`config.mk`:
```
export PLATFORM = sky130hd
export DESIGN_NAME = seat_req_ctrl
export DESIGN_NICKNAME = d
export VERILOG_FILES = /design/src/rtl/seat_req_ctrl.sv
export SDC_FILE = /design/constraint.sdc
export NUM_CORES = 1
export LEC_CHECK = 0
export ABC_AREA = 0
export BUFFER_PORTS_ARGS = -buffer_cell sky130_fd_sc_hd__buf_2
export CAP_MARGIN = 25
export CORE_ASPECT_RATIO = 0.6
export CORE_MARGIN = 3
export CORE_UTILIZATION = 37
export CTS_BUF_LIST = sky130_fd_sc_hd__clkbuf_16
export DETAILED_ROUTE_END_ITERATION = 16
export GPL_TIMING_DRIVEN = 0
export PLACE_DENSITY_LB_ADDON = 0.3
export SETUP_SLACK_MARGIN = 0.3
export SYNTH_ARGS = -nofsm -noshare
export SYNTH_HDL_FRONTEND = slang
export SYNTH_SLANG_ARGS = --single-unit
```
`constraint.sdc`:
```
create_clock -name clk -period 1.7 [get_ports clk]
set_input_delay 0.085 -clock clk [delete_from_list [all_inputs] [get_ports clk]]
set_output_delay 0.085 -clock clk [all_outputs]
set_load 0.005 [all_outputs]
```
`src/rtl/seat_req_ctrl.sv`:
```
// seat_req_ctrl: accepts one seat request at a time, checks it against the
// downstream seat table verdict, issues a single write or clear strobe, and
// reports completion. A free-running minute clock stamps every write.
module seat_req_ctrl #(
   parameter int NUM_SEATS     = 32,
   parameter int TICKS_PER_MIN = 60,
   parameter int LIMIT_MIN     = 30
) (
   input  logic        clk,
   input  logic        rst_n,
   input  logic        req_valid,
   output logic        req_ready,
   input  logic [31:0] req_student_no,
   input  logic [4:0]  req_seat_no,
   input  logic [1:0]  req_action,
   input  logic        clear_req,
   input  logic        Do_Not_Seat,
   output logic        write_mem,
   output logic        rst_mem,
   output logic [31:0] Student_No_mem,
   output logic [10:0] Time_mem,
   output logic [1:0]  Seat_State_mem,
   output logic [4:0]  Seat_No_mem,
   output logic [10:0] limit_time,
   output logic        resp_valid,
   output logic [1:0]  resp_code
);

   localparam int          PW          = $clog2(TICKS_PER_MIN);
   localparam logic [PW-1:0] PRE_MAX   = PW'(TICKS_PER_MIN - 1);
   localparam logic [10:0] MIN_MAX     = 11'd1439;
   localparam logic [10:0] LIMIT_VAL   = 11'(LIMIT_MIN);
   localparam logic [31:0] NUM_SEATS_W = 32'(NUM_SEATS);

   localparam logic [1:0] CODE_OK  = 2'd0;
   localparam logic [1:0] CODE_OCC = 2'd1;
   localparam logic [1:0] CODE_BAD = 2'd2;
   localparam logic [1:0] ACT_SIT  = 2'd2;
   localparam logic [1:0] ACT_ILL  = 2'd3;

   typedef enum logic [2:0] {
      IDLE  = 3'd0,
      CHECK = 3'd1,
      WRITE = 3'd2,
      RESP  = 3'd3,
      CLEAR = 3'd4
   } state_t;

   state_t          state_r;
   state_t          next_state_s;
   logic [1:0]      resp_code_s;
   logic            latch_s;
   logic            bad_r;
   logic [PW-1:0]   pre_r;
   logic            tick_s;

   // A request is malformed if the action is illegal, the seat is outside
   // the table, or a sit is attempted without a student number.
   function automatic logic is_bad_req(input logic [31:0] student,
                                       input logic [4:0]  seat,
                                       input logic [1:0]  action);
      logic bad_s;
      bad_s = 1'b0;
      if (action == ACT_ILL) begin
         bad_s = 1'b1;
      end else if ({27'd0, seat} >= NUM_SEATS_W) begin
         bad_s = 1'b1;
      end else if ((student == 32'd0) && (action == ACT_SIT)) begin
         bad_s = 1'b1;
      end else begin
         bad_s = 1'b0;
      end
      return bad_s;
   endfunction

   assign tick_s = (pre_r == PRE_MAX);

   // Minute prescaler and minute-of-day counter; runs regardless of FSM state.
   always_ff @(posedge clk or negedge rst_n) begin
      if (!rst_n) begin
         pre_r    <= '0;
         Time_mem <= 11'd0;
      end else if (tick_s) begin
         pre_r    <= '0;
         Time_mem <= (Time_mem == MIN_MAX) ? 11'd0 : (Time_mem + 11'd1);
      end else begin
         pre_r    <= pre_r + 1'b1;
      end
   end

   // Away-hold limit is a constant presented as a register.
   always_ff @(posedge clk or negedge rst_n) begin
      if (!rst_n) begin
         limit_time <= LIMIT_VAL;
      end else begin
         limit_time <= LIMIT_VAL;
      end
   end

   // State register.
   always_ff @(posedge clk or negedge rst_n) begin
      if (!rst_n) begin
         state_r <= IDLE;
      end else begin
         state_r <= next_state_s;
      end
   end

   // Next-state decode; clear wins over a simultaneous request in IDLE.
   always_comb begin
      next_state_s = state_r;
      resp_code_s  = CODE_OK;
      latch_s      = 1'b0;
      case (state_r)
         IDLE: begin
            if (clear_req) begin
               next_state_s = CLEAR;
            end else if (req_valid) begin
               next_state_s = CHECK;
               latch_s      = 1'b1;
            end else begin
               next_state_s = IDLE;
            end
         end
         CHECK: begin
            if (bad_r) begin
               next_state_s = RESP;
               resp_code_s  = CODE_BAD;
            end else if (Do_Not_Seat) begin
               next_state_s = RESP;
               resp_code_s  = CODE_OCC;
            end else begin
               next_state_s = WRITE;
            end
         end
         WRITE:   next_state_s = RESP;
         RESP:    next_state_s = IDLE;
         CLEAR:   next_state_s = IDLE;
         default: next_state_s = IDLE;
      endcase
   end

   // Request fields are captured on acceptance and held for the table.
   always_ff @(posedge clk or negedge rst_n) begin
      if (!rst_n) begin
         Student_No_mem <= 32'd0;
         Seat_No_mem    <= 5'd0;
         Seat_State_mem <= 2'd0;
         bad_r          <= 1'b0;
      end else if (latch_s) begin
         Student_No_mem <= req_student_no;
         Seat_No_mem    <= req_seat_no;
         Seat_State_mem <= req_action;
         bad_r          <= is_bad_req(req_student_no, req_seat_no, req_action);
      end
   end

   // Strobes and handshake outputs are registered from the upcoming state so
   // they align exactly with the state they belong to.
   always_ff @(posedge clk or negedge rst_n) begin
      if (!rst_n) begin
         write_mem  <= 1'b0;
         rst_mem    <= 1'b0;
         resp_valid <= 1'b0;
         resp_code  <= CODE_OK;
         req_ready  <= 1'b1;
      end else begin
         write_mem  <= (next_state_s == WRITE);
         rst_mem    <= (next_state_s == CLEAR);
         resp_valid <= (next_state_s == RESP) || (next_state_s == CLEAR);
         req_ready  <= (next_state_s == IDLE);
         if ((next_state_s == RESP) || (next_state_s == CLEAR)) begin
            resp_code <= resp_code_s;
         end
      end
   end

endmodule
```
==> impl_metrics.ini <==
[status]
status = completed

[finish]
diodes = 0
finalNonFillerCells = 476
n_fill_cell = 623
seq_area_um2 = 1660
area_delta_synth_final_pct = 41.5
nNetsFinal = 413
final_layout_size_suffix_gt1_frac = 0.543
multi_input_area_um2 = 1310

[drt]
vias = 2195
drc = 0
wl_per_cell_um = 14.7
wl_mm = 6.98
antenna_left = 0
drtPass1Iterations = 4
routed_via_density = 4.61
drt_iter0_markers = 67

[global_routing]
grt_first_pass_wirelength_mm = 11.2
gr-usage-met1 = 0.219
grt_util_met3 = 0.0482
track_usage = 0.152
top_usage_layer = met1
overflow = 0
use_met2 = 0.215
grt_pass1_vias = 2193
antenna_found_initial = 0
grt_max_degree = 67

[place]
hpwl_mm = 4.93
port_buffers = 99
place_inst = 438
place_congestion = 0.748

[logic_synthesis]
synth_top_cells_by_count = 65 x dfrtp_1, 37 x mux2_4, 13 x nor2_1
ys_ff_latch = 66
synth_top_area_frac = 0.537
yosysWarnings = 0
synth_async_sr_flop_share = 1.00
syn_avg_cell_area_um2 = 13.4
synth_area_leaders = dfrtp_1 54%, mux2_4 18%, xnor2_1 2.9%
synth_top_cell_by_area = dfrtp_1
ys.flop_type = dfrtp_1
synthesis.area_um2 = 3030
yosysMostFrequentCell = dfrtp_1
synth.distinct_cells = 41
synth-edff-count = 0
postSynthCellCount = 226
ys_seq_area_frac = 0.546

[cts]
cts_made_buffers = 9
clkTransAtPathRegs_ns = 0.05
cts.sinks = 66
clk_latency_ns = 0.32
htree_levels = 3
cts_buffer_depth = 2
cts_tree = yes
root_buffer = clkbuf_16

[power_and_ir_drop]
seqPwrFrac = 0.386
max-vdd-ir-drop_mv = 0.669
p_per_area_nw_per_um2 = 1500
swShare = 0.268
netSwitchingPower_mw = 1.72
pwr-share-clk = 0.298
comb_power_share = 0.317
p_int_mw = 4.72
p_leak_nw = 2.24

[sta]
worst_pin_slew_ns = 0.832
min_period_over_period = 0.881
period_minus_slack_ns = 1.50
final-max-slew-violation-count = 0
fin_skew_ns = 0.00318
rsz0062_at_grt = yes
max_freq_mhz = 668
setup_violations = 0
slew_headroom = 0.446
final-hold-violation-count = 0
fin_tns_setup_ns = 0
whs_ns = 0.00997

[floorplan]
coreArea_um2 = 7600
fp.dieArea_um2 = 9340
num_rows = 24
num_io_pins = 111
die_h_um = 76.1
die_x_um = 123
start_util = 0.398

[job]
cap_violations = 0

[critical_path]
worstSetupPathType = register to register
required_ns = 1.90
startpoint_type = register
crit_arrival_ns = 1.70
worst_setup_path_end_kind = register
crit_fanout = 5

[hold_path]
hold_path_class = input pin to register
power groups by stage:
stage	clock, mW	sequential, mW	combinational (mW)
after floorplan	0	2.54	1.11
after global placement	0	2.48	1.93
after detailed placement	0	2.50	1.94
after CTS	1.95	2.49	2.01
after global routing	2.04	2.56	2.21
final	1.92	2.48	2.04
sequential cells by signal, summed over array words and instances (netlist names):
| name | count |
|---|---|
| Seat_No_mem | 5 |
| resp_valid | 1 |
| Student_No_mem | 32 |
| req_ready | 1 |
| resp_code | 2 |
| bad_r | 1 |
| Seat_State_mem | 2 |
| write_mem | 1 |
| Time_mem | 11 |
| state_r | 3 |
| rst_mem | 1 |
| pre_r | 6 |
per-stage QoR:
| stage | power [mW] | area (µm²) | utilization | worst slack (ns) |
|---|---|---|---|---|
| after floorplan | 3.64 | 3090 | - | 0.287 |
| after global placement | 4.41 | 3710 | 0.489 | 0.155 |
| after detailed placement | 4.44 | 3720 | 0.489 | 0.126 |
| after CTS | 6.44 | 4180 | 0.550 | 0.202 |
| after global routing | 6.81 | 4280 | 0.564 | 0.140 |
| final | 6.44 | 4280 | 0.564 | 0.203 |
cell type report:
class / count / share of cell area
inverters: 8 / 0.00701
plain buffers: 17 / 0.0365
clock inverters: 7 / 0.0199
flip-flops and latches: 66 / 0.387
clock buffers: 9 / 0.0526
well taps: 104 / 0.0304
repair buffers: 121 / 0.160
multi-input cells: 144 / 0.307
final timing paths:
kind / from / endpoint / slack (ns) / cells past startpoint
max: pre_r[1] / Time_mem[7] / 0.20 / 6
min: req_student_no[21] / Student_No_mem[21] / 0.01 / 2
max reg2reg: pre_r[1] / Time_mem[7] / 0.20 / 6
min reg2reg: Seat_State_mem[1] / Seat_State_mem[1] / 0.47 / 1
max in group asynchronous: rst_n / state_r[0] / 0.70 / 2
min in group asynchronous: rst_n / Student_No_mem[9] / 0.41 / 2
placed cells by master (no fill, tap or decap), types with 2 or more instances in the layout:
cell            n
a21oi_1         2
a22o_1          2
and2_1          2
and3_1          2
buf_2          99
buf_4          25
buf_6           4
bufinv_16       2
clkbuf_16       9
clkinv_1        2
conb_1         11
dfrtp_1        63
dfrtp_2         2
dlygate4sd3_1   8
inv_1           9
mux2_4         37
nand2_1        12
nand3_1         6
nand4_1         6
nor2_1         12
nor2_4          2
nor2b_1         2
nor3_2          2
nor3_4          2
nor4_1          8
nor4_2          2
o211ai_1        2
o21ai_0         2
o21bai_1        2
xnor2_1        10
routing by layer:
metal | vias up | routed length (µm)
li1 | 1057 | -
met1 | 1054 | 3420
met2 | 76 | 3010
met3 | 8 | 447
met4 | 0 | 97
met5 | - | 0
critical path: stages, from the launching register on:
cell	delay, ns
dfrtp_1	0.39
ha_4	0.19
nand4b_4	0.17
nor4_4	0.33
buf_4	0.16
xnor2_1	0.10
nor2_1	0.05
kinds of logic after synthesis:
kind of cell / after synthesis / synth area share
compound gates: 14 / 0.0314
xor+xnor: 11 / 0.0318
fa+ha+maj: 2 / 0.00827
buf+inv: 25 / 0.0554
flops: 66 / 0.546
mux: 38 / 0.187
other cells: 2 / 0.00248
simple gates: 68 / 0.137
what timing repair did:
item,in CTS,in global routing
cloned,0,0
pin swaps,7,10
buffers inserted,6,8
hold buffers,7,1
resized for setup,11,8
setup endpoints to repair,47,51
hold endpoints to repair,71,1
Power figures use the tool's default switching activity.
